$ cat config.mk
export PLATFORM = sky130hd
export DESIGN_NAME = mnist_result_unit
export DESIGN_NICKNAME = d
export VERILOG_FILES = /design/src/rtl/mnist_pkg.sv /design/src/rtl/mnist_argmax_scan.sv /design/src/rtl/mnist_result_unit.sv
export SDC_FILE = /design/constraint.sdc
export NUM_CORES = 1
export LEC_CHECK = 0
export CAP_MARGIN = 15
export CORE_ASPECT_RATIO = 2
export CORE_MARGIN = 1.5
export CORE_UTILIZATION = 37
export DETAILED_ROUTE_END_ITERATION = 10
export PLACE_DENSITY = 0.71
export SLEW_MARGIN = 20
export SYNTH_ARGS = -nofsm -noshare
export SYNTH_HDL_FRONTEND = slang
export SYNTH_SLANG_ARGS = --single-unit
$ cat constraint.sdc
create_clock -name clk -period 2.6 [get_ports clk]
set_input_delay 0.39 -clock clk [delete_from_list [all_inputs] [get_ports clk]]
set_output_delay 0.39 -clock clk [all_outputs]
set_load 0.01 [all_outputs]
$ cat src/rtl/mnist_pkg.sv
// Shared definitions for the MNIST result unit: register map, status bit
// positions, controller states and default datapath sizes.
`timescale 1ns/1ps
package mnist_pkg;

    // Default datapath sizes
    localparam int DEF_NUM_CLASSES = 10;
    localparam int DEF_DATA_W      = 32;
    localparam int DEF_IDX_W       = 4;

    // Byte offsets inside the 16-byte register window
    localparam logic [3:0] OFF_CTRL     = 4'h0;
    localparam logic [3:0] OFF_RESULT   = 4'h4;
    localparam logic [3:0] OFF_MAXSCORE = 4'h8;
    localparam logic [3:0] OFF_CYCLES   = 4'hC;

    // Bit positions in the CTRL/STATUS read word
    localparam int STAT_BUSY  = 0;
    localparam int STAT_DONE  = 1;
    localparam int STAT_STOP1 = 2;

    // stop2 comes from registered ROM data in the controller and can still
    // show the previous run's value for this many cycles after the restart.
    localparam int STOP2_BLANK = 2;

    // Result unit controller states
    typedef enum logic [1:0] {
        IDLE = 2'd0,
        RUN  = 2'd1,
        SCAN = 2'd2,
        DONE = 2'd3
    } state_t;

endpackage

$ cat src/rtl/mnist_argmax_scan.sv
// Streaming signed argmax tracker. One score per enabled cycle; the first
// score (load) is taken unconditionally, later ones only when strictly
// greater, so ties keep the lowest index. 'complete' latches on the last one.
`timescale 1ns/1ps
module mnist_argmax_scan
    import mnist_pkg::*;
#(
    parameter int DATA_W = DEF_DATA_W,
    parameter int IDX_W  = DEF_IDX_W
) (
    input  logic                     clk,
    input  logic                     resetn,
    input  logic                     clear,
    input  logic                     en,
    input  logic                     load,
    input  logic                     last,
    input  logic signed [DATA_W-1:0] score,
    input  logic        [IDX_W-1:0]  index,
    output logic signed [DATA_W-1:0] max_score,
    output logic        [IDX_W-1:0]  max_index,
    output logic                     complete
);

    logic better;

    // Full-width signed compare; load forces the first score in
    assign better = load || (score > max_score);

    // Running maximum, its index and the end-of-scan flag
    always_ff @(posedge clk or negedge resetn) begin
        if (!resetn) begin
            max_score <= '0;
            max_index <= '0;
            complete  <= 1'b0;
        end else if (clear) begin
            max_score <= '0;
            max_index <= '0;
            complete  <= 1'b0;
        end else if (en) begin
            if (better) begin
                max_score <= score;
                max_index <= index;
            end
            if (last) begin
                complete <= 1'b1;
            end
        end
    end

endmodule

$ cat src/rtl/mnist_result_unit.sv
// MNIST result unit: PicoRV32 memory-mapped peripheral that restarts the
// accelerator, times the run until layer 2 finishes, then reads the class
// scores serially and reports the signed argmax.
`timescale 1ns/1ps
module mnist_result_unit
    import mnist_pkg::*;
#(
    parameter int          NUM_CLASSES = DEF_NUM_CLASSES,
    parameter int          DATA_W      = DEF_DATA_W,
    parameter int          IDX_W       = DEF_IDX_W,
    parameter logic [31:0] BASE_ADDR   = 32'h0300_0000
) (
    input  logic                     clk,
    input  logic                     resetn,
    input  logic                     mem_valid,
    input  logic [31:0]              mem_addr,
    input  logic [31:0]              mem_wdata,
    input  logic [3:0]               mem_wstrb,
    output logic                     mem_ready,
    output logic [31:0]              mem_rdata,
    input  logic                     stop1,
    input  logic                     stop2,
    output logic                     acc_reset,
    output logic [IDX_W-1:0]         score_addr,
    input  logic signed [DATA_W-1:0] score_data
);

    localparam int               CNT_W     = $clog2(NUM_CLASSES + 1);
    localparam logic [CNT_W-1:0] LAST_CNT  = CNT_W'(NUM_CLASSES);
    localparam logic [CNT_W-1:0] LAST_ADDR = CNT_W'(NUM_CLASSES - 1);

    // Saturating cycle counter step
    function automatic logic [31:0] sat_inc(input logic [31:0] v);
        return (v == 32'hFFFF_FFFF) ? v : v + 32'd1;
    endfunction

    state_t                     state;
    logic                       busy;
    logic [31:0]                cycles;
    logic [CNT_W-1:0]           scan_cnt;
    logic                       acked;

    logic                       hit;
    logic                       accept;
    logic [3:0]                 reg_off;
    logic                       start_req;
    logic                       stop2_armed;

    logic                       scan_clear;
    logic                       scan_en;
    logic                       scan_load;
    logic                       scan_last;
    logic [IDX_W-1:0]           scan_index;
    logic signed [DATA_W-1:0]   max_score;
    logic [IDX_W-1:0]           max_index;
    logic                       done;

    logic [31:0]                status;
    logic [31:0]                read_word;
    logic                       unused_bus;

    assign unused_bus = ^{mem_addr[1:0], mem_wdata[31:1]};

    // Bus decode: one acknowledge per request, re-armed once mem_valid drops
    assign hit       = mem_valid && (mem_addr[31:4] == BASE_ADDR[31:4]);
    assign accept    = hit && !acked;
    assign reg_off   = {mem_addr[3:2], 2'b00};
    assign start_req = accept && (reg_off == OFF_CTRL) && mem_wstrb[0] && mem_wdata[0];

    // After the restart pulse stop2 may be stale; only trust it later on
    assign stop2_armed = (cycles > 32'(STOP2_BLANK));

    // Scan cycle t presents address t; its datum returns in cycle t+1
    assign scan_clear = start_req && ((state == IDLE) || (state == DONE));
    assign scan_en    = (state == SCAN) && (scan_cnt != '0);
    assign scan_load  = (scan_cnt == CNT_W'(1));
    assign scan_last  = (scan_cnt == LAST_CNT);
    assign scan_index = IDX_W'(scan_cnt - 1'b1);

    // Controller: restart pulse, run timing, score address sequencing
    always_ff @(posedge clk or negedge resetn) begin
        if (!resetn) begin
            state      <= IDLE;
            busy       <= 1'b0;
            acc_reset  <= 1'b0;
            cycles     <= '0;
            scan_cnt   <= '0;
            score_addr <= '0;
        end else begin
            acc_reset <= 1'b0;
            case (state)
                IDLE, DONE: begin
                    if (start_req) begin
                        state     <= RUN;
                        busy      <= 1'b1;
                        acc_reset <= 1'b1;
                        cycles    <= '0;
                    end
                end
                RUN: begin
                    if (stop2 && stop2_armed) begin
                        state      <= SCAN;
                        scan_cnt   <= '0;
                        score_addr <= '0;
                    end else begin
                        cycles <= sat_inc(cycles);
                    end
                end
                SCAN: begin
                    scan_cnt <= scan_cnt + 1'b1;
                    if (scan_cnt < LAST_ADDR) begin
                        score_addr <= IDX_W'(scan_cnt + 1'b1);
                    end
                    if (scan_last) begin
                        state      <= DONE;
                        busy       <= 1'b0;
                        score_addr <= '0;
                    end
                end
                default: state <= IDLE;
            endcase
        end
    end

    mnist_argmax_scan #(
        .DATA_W (DATA_W),
        .IDX_W  (IDX_W)
    ) u_argmax (
        .clk       (clk),
        .resetn    (resetn),
        .clear     (scan_clear),
        .en        (scan_en),
        .load      (scan_load),
        .last      (scan_last),
        .score     (score_data),
        .index     (scan_index),
        .max_score (max_score),
        .max_index (max_index),
        .complete  (done)
    );

    // Register read multiplexer
    always_comb begin
        status             = '0;
        status[STAT_BUSY]  = busy;
        status[STAT_DONE]  = done;
        status[STAT_STOP1] = stop1;
        read_word          = '0;
        case (reg_off)
            OFF_CTRL:     read_word = status;
            OFF_RESULT:   read_word = {{(32-IDX_W){1'b0}}, max_index};
            OFF_MAXSCORE: read_word = 32'(max_score);
            OFF_CYCLES:   read_word = cycles;
            default:      read_word = '0;
        endcase
    end

    // Bus response: single-cycle ready, read data only on reads
    always_ff @(posedge clk or negedge resetn) begin
        if (!resetn) begin
            mem_ready <= 1'b0;
            mem_rdata <= '0;
            acked     <= 1'b0;
        end else begin
            mem_ready <= 1'b0;
            mem_rdata <= '0;
            if (accept) begin
                mem_ready <= 1'b1;
                acked     <= 1'b1;
                if (mem_wstrb == 4'b0000) begin
                    mem_rdata <= read_word;
                end
            end else if (!mem_valid) begin
                acked <= 1'b0;
            end
        end
    end

endmodule

* Yosys cells after proc, flatten, opt, wreduce, memory -nomap -nowiden
Index checks and enable logic that the tools add are counted.
** Operators by class
- Bitwise gates (word level) :: 0
- Reductions and logical operators :: 29
- Equal/unequal tests :: 17
- $lt $le $gt $ge :: 3
- Add/subtract/negate cells :: 3
- Multipliers :: 0
- Muxes and demuxes :: 33
- Shifts and indexed selects :: 0
- Divide/modulo/power cells :: 0
** Operators with widths (number)
- 2-to-1 mux 32 bit :: 8
- case mux 32 bit (4 select lines) :: 1
- case mux 32 bit (2 select lines) :: 1
- adder 32 x 1 -> 32 bit, second input constant :: 1
- == test 32 bit, second input constant :: 1
- greater-than comparator 32 x 2 -> 1 bit, second input constant :: 1
- greater-than comparator 32 bit :: 1
- == test 28 x 22 -> 1 bit, second input constant :: 1
- 2-to-1 mux 4 bit :: 6
- case mux 4 bit (2 select lines) :: 2
- nonzero test 2 bit :: 6
- 2-to-1 mux 1 bit :: 10
- != test 2 bit, second input constant :: 5
- AND reduction 3 bit :: 3
- == test 2 bit, second input constant :: 4
- logical AND 1 bit :: 8
- zero test 4 bit :: 2
- 2-to-1 mux 2 bit :: 3
- case mux 2 bit (3 select lines) :: 1
- AND reduction 2 bit :: 3
- adder 4 x 1 -> 4 bit, second input constant :: 1
- == test 2 x 1 -> 1 bit, second input constant :: 2
- == test 4 x 1 -> 1 bit, second input constant :: 1
- == test 4 bit, second input constant :: 1
- other kinds (11) :: 12
** Word-level totals
- Bits of input ports :: 105
- Memories kept :: 0
- Logic and storage cells :: 97
- Output and inout port bits :: 38
- Bits in latches :: 0
- Memory bits (read-only) :: 0
- Memory bits (writable) :: 0
- Flip-flop bits (word level) :: 115

* Logic depth before layout (Yosys ltp)
- Word-level depth :: 9
- Depth in mapped cells :: 11
- Mapped depth without buffers :: 10

* Modules after synthesis
From an unflattened synthesis, not the netlist that was laid out.
** Unflattened totals
- Cell total of the unflattened synthesis :: 711
- Area, all modules :: 6999.2 sq um
** Modules (own cells, without submodules)
- mnist_result_unit :: sequential area each 1951.9 sq um, cells each 433, area each 4289.1 sq um, times used 1
- mnist_argmax_scan :: sequential area each 925.9 sq um, cells each 278, area each 2710.1 sq um, times used 1

* Least setup slack after synthesis
Ideal clock, no wire load.
- Kind :: input to register
- Start point :: input port score_data[21]
- End point :: register u_argmax.max_score[10]
- Data arrival time :: 2.445 ns
- Cell stages on the path :: 10
- Library setup time :: 0.078 ns
- Setup slack :: 0.077 ns
- Cell sequence :: ha_1 > a21oi_1 > o21ai_1 > o21bai_1 > a2111o_1 > o31a_1 > o21ai_2 > buf_2 > nand3_1 > a21oi_1
** On the way
- Word-level cells in the longest chain between the ends :: 4
** RTL lines
- from (decl) :: RTL line mnist_result_unit.sv:25 : input logic signed [DATA_W-1:0] score_data
- greater-than comparator 32 bit :: RTL line mnist_argmax_scan.sv:27 : assign better = load || (score > max_score);
- logical OR 1 bit :: RTL line mnist_argmax_scan.sv:27
- nonzero test 2 bit (no line)
- AND reduction 2 bit (no line)
- to (signal assigned) :: RTL line mnist_argmax_scan.sv:41 : max_score <= score;
- to (decl) :: RTL line mnist_argmax_scan.sv:19 : output logic signed [DATA_W-1:0] max_score,
No other way between the ends.
A chain may end at the register's enable or synchronous reset.

* Worst setup path in the final report
- Start point :: input port score_data[25]
- End point :: register u_argmax.max_score[23]
Same word-level chain as after synthesis.

==> metrics.log <==
[metrics] run status: finished, violations left
[metrics] failing checks: setup timing
[metrics] Remaining Overflow, GRT: 0
[metrics] crit-path max cell delay: 0.49 ns
[metrics] initial antenna violation count: 0
[metrics] max cap viols: 0
[metrics] maximum number of pins on one net before global-route repair: 53
[metrics] final layout net count: 995
[metrics] quantity of I/O buffers inserted on ports: 109
[metrics] maximum buffer depth of the clock tree: 2
[metrics] via-per-instance ratio: 5.70
[metrics] hpwl dp: 13400 µm
[metrics] top-area cell type share of the netlist area: 45.5%
[metrics] number of top-level design ports: 143
[metrics] static leakage: 4.25 nW
[metrics] max frequency: 365 MHz
[metrics] number of setup violations in the final report: 41
[metrics] synthesized netlist cell count: 666
[metrics] adder-cell area share of the yosys netlist: 8.11%
[metrics] CTS Sinks: 115
[metrics] flip-flop cell with the highest count after synthesis: sky130_fd_sc_hd__dfrtp_1
[metrics] Final Hold Fails: 0
[metrics] worst supply voltage drop on vdd: 510 µV
[metrics] Async SR Flop Fraction: 100%
[metrics] first-pass GRT wire length: 30700 µm
[metrics] Post-synth EDFFs: 0
[metrics] antenna fix cells: 0
[metrics] XOR/XNOR Fraction of Synth Area: 4.71%
[metrics] vias after detailed routing: 6090
[metrics] Cell Count, Final, Fillers Out: 1069
[metrics] total routing resource utilization after global routing: 22.7%
[metrics] synthesis-stage register bit count: 115
[metrics] Residual DRC: 0
[metrics] Syn Area/Cell: 9.50 µm²
[metrics] most numerous cell on the critical path: sky130_fd_sc_hd__nand3_1
[metrics] Mapped Area: 6330 µm²
[metrics] Worst Tran Pin Value: 0.922 ns
[metrics] sequential-to-total area share from yosys stat: 45.5%
[metrics] number of max-slew violations in the final report: 0
[metrics] Worst Setup Path Type: in2reg
[metrics] FP Rows: 67
[metrics] Clk pin slew, worst setup/hold paths: 0.06 ns
[metrics] clock tree from TritonCTS: yes
[metrics] layout overhead on the synthesized area: 47.6%
[metrics] initial detailed-routing violation count: 444
[metrics] synthesized-area fraction occupied by and/or/nand/nor cells: 19.5%
[metrics] post-synthesis net count: 812
[metrics] Total Die Area: 17900 µm²
[metrics] worst slew slack as a fraction of its limit: 38.5%
[metrics] maximum level of the CTS H-tree: 4
[metrics] cell taking the most area after synthesis: sky130_fd_sc_hd__dfrtp_1
[metrics] number of buffers created by CTS: 17
[metrics] Final Routed Wirelength: 20900 µm
[metrics] time the final worst path needs with I/O delays and setup: 2.74 ns
[metrics] WL/cell: 19.5 µm
[metrics] top cells by instance count after synthesis: sky130_fd_sc_hd__dfrtp_1, sky130_fd_sc_hd__nor2_1, sky130_fd_sc_hd__nand3_1, sky130_fd_sc_hd__a21oi_1, sky130_fd_sc_hd__inv_1
[metrics] setup clock skew after layout: 0.0116 ns
[metrics] worst min path class: in2reg
[metrics] clock latency at the later pin of the worst-skew pair: 0.42 ns
[metrics] antenna-violating nets left: 0
[metrics] setup repair after global routing missed its margin: true
[metrics] GPL Wtd Cong: 0.832
[metrics] die outline height: 188 µm
[metrics] width of the die: 95.5 µm
[metrics] share of the core filled with cells: 55.7%
[metrics] clk root buf: sky130_fd_sc_hd__clkbuf_16
[metrics] post-layout worst setup margin: -0.140 ns
[metrics] total instance count after detailed placement: 1010
[metrics] largest family of logic cells by synthesized area: simple AND/OR/NAND/NOR gates
[metrics] Worst EP required: 2.95 ns
[metrics] starting utilization of the core area: 37.7%
[metrics] sequence of cells on the critical path: clkdlybuf4s50_1 > ha_1 > a21o_1 > nand3_1 > a21oi_2 > a2111o_1 > o31a_1 > o21ai_4 > buf_12 > buf_8 > nand3_1 > a21oi_1
[metrics] synth top area cells: sky130_fd_sc_hd__dfrtp_1, sky130_fd_sc_hd__ha_1, sky130_fd_sc_hd__mux2i_1
[metrics] synthesized-area fraction occupied by ao, oa, aoi and oai cells: 10.6%
[metrics] Critical Path Start Type: input pin
[metrics] endpoint arrival time on the critical path: 3.09 ns
[metrics] share of layout cells above drive strength 1: 21.9%
[metrics] 1st-pass router iterations: 5
[metrics] core region area: 16800 µm²
[metrics] slowest stage cell, crit path: sky130_fd_sc_hd__clkdlybuf4s50_1
[metrics] maximum net fanout on the critical path: 5
[metrics] Fin Setup TNS: -3.78 ns
[metrics] Final Cell Area: 9340 µm²
[metrics] number of global-route vias before repair: 6183
[metrics] post-synthesis mux area share: 6.52%
[metrics] synthesis warning total: 0
[metrics] Yosys cell types: 51
[metrics] crit path capture type: flip-flop
[metrics] Cell Area, Placed: 8030 µm²
[metrics] post-route fraction of the period consumed by the critical path: 105%
[metrics] ratio of total power to cell area: 880 nW/µm²
[metrics] most used standard cell by instance count after synthesis: sky130_fd_sc_hd__dfrtp_1
sequential cells by signal, summed over array words and instances (netlist names):
| name | count |
|---|---|
| mem_rdata | 32 |
| cycles | 32 |
| u_argmax.max_index | 4 |
| score_addr | 4 |
| busy | 1 |
| mem_ready | 1 |
| state | 2 |
| u_argmax.complete | 1 |
| u_argmax.max_score | 32 |
| acked | 1 |
| acc_reset | 1 |
| scan_cnt | 4 |
worst max-delay path: cells and delay by family:
family / cells / cell delay [ns]
compound gates: 6 / 1.46
simple gates: 2 / 0.19
fa+ha+maj: 1 / 0.25
buf+inv: 3 / 0.79
final timing paths:
path                                              from                endpoint  slack [ns]  cells past startpoint
worst max-delay path                    score_data[25]  u_argmax.max_score[23]       -0.14                     12
worst min-delay path                    score_data[19]  u_argmax.max_score[19]        0.38                      3
worst max register to register  u_argmax.max_score[29]  u_argmax.max_score[23]       -0.14                     14
worst min register to register       u_argmax.complete       u_argmax.complete        0.50                      2
max in group asynchronous                       resetn                   acked        1.31                      3
min in group asynchronous                       resetn           mem_rdata[11]        0.48                      2
what timing repair did:
action,4_1_cts,5_1_grt
hold endpoints to repair,31,0
resized for setup,46,52
hold buffers,1,0
cloned,3,4
pin swaps,31,25
setup endpoints to repair,49,62
setup buffers,9,11
per-layer routing:
metal  track usage, %  routed length [µm]  share of wire (%)
met4             15.8                1510                7.2
met3             3.97                 947                4.5
met1             22.3                6940                 33
met2             41.2               11500                 55
met5                0                   0                  0
power by group:
group | internal [W] | total [W] | leakage, nW | switching (W)
clock | 0.00178 | 0.00264 | 0.319 | 0.000868
sequential | 0.00212 | 0.00240 | 1.54 | 0.000280
combinational | 0.00154 | 0.00318 | 2.39 | 0.00164
total | 0.00544 | 0.00822 | 4.25 | 0.00279
metrics by stage:
step / hold slack (ns) / setup slack, ns / power [W]
3_5_place_dp: 0.379 / -0.655 / 0.00478
2_1_floorplan: 0.0944 / 0.0768 / 0.00389
3_3_place_gp: 0.372 / -0.511 / 0.00471
4_1_cts: 0.392 / -0.0773 / 0.00770
6_report: 0.380 / -0.140 / 0.00822
5_1_grt: 0.380 / -0.239 / 0.00862
layout by cell type, fill, tap and decap left out, types with 18 or more instances in the layout:
master	count
sky130_fd_sc_hd__dfrtp_1	115
sky130_fd_sc_hd__inv_1	36
sky130_fd_sc_hd__ha_1	32
sky130_fd_sc_hd__a21oi_1	29
sky130_fd_sc_hd__xor2_1	29
sky130_fd_sc_hd__nand3_1	46
sky130_fd_sc_hd__clkbuf_16	18
sky130_fd_sc_hd__buf_4	75
sky130_fd_sc_hd__clkdlybuf4s50_1	96
sky130_fd_sc_hd__o21ai_1	25
sky130_fd_sc_hd__nor2_1	79
sky130_fd_sc_hd__nand2_1	26
sky130_fd_sc_hd__mux2i_1	30
sky130_fd_sc_hd__nand4_1	32
logic make-up (layout without fill, tap and decap cells):
kind of cell	count (synthesis)	after routing
simple gates	246	246
buf+inv	79	275
compound gates	114	114
mux	37	37
fa+ha+maj	41	41
xor+xnor	34	34
flops	115	115
layout make-up:
class	count	area [µm²]
clock buffer	20	467
multi-input combinational	472	3480
clock inverter	12	200
tap	207	259
timing repair buffer	201	1900
sequential	115	2880
inverter	42	158
fill	1403	7420
Power figures use the tool's default switching activity.
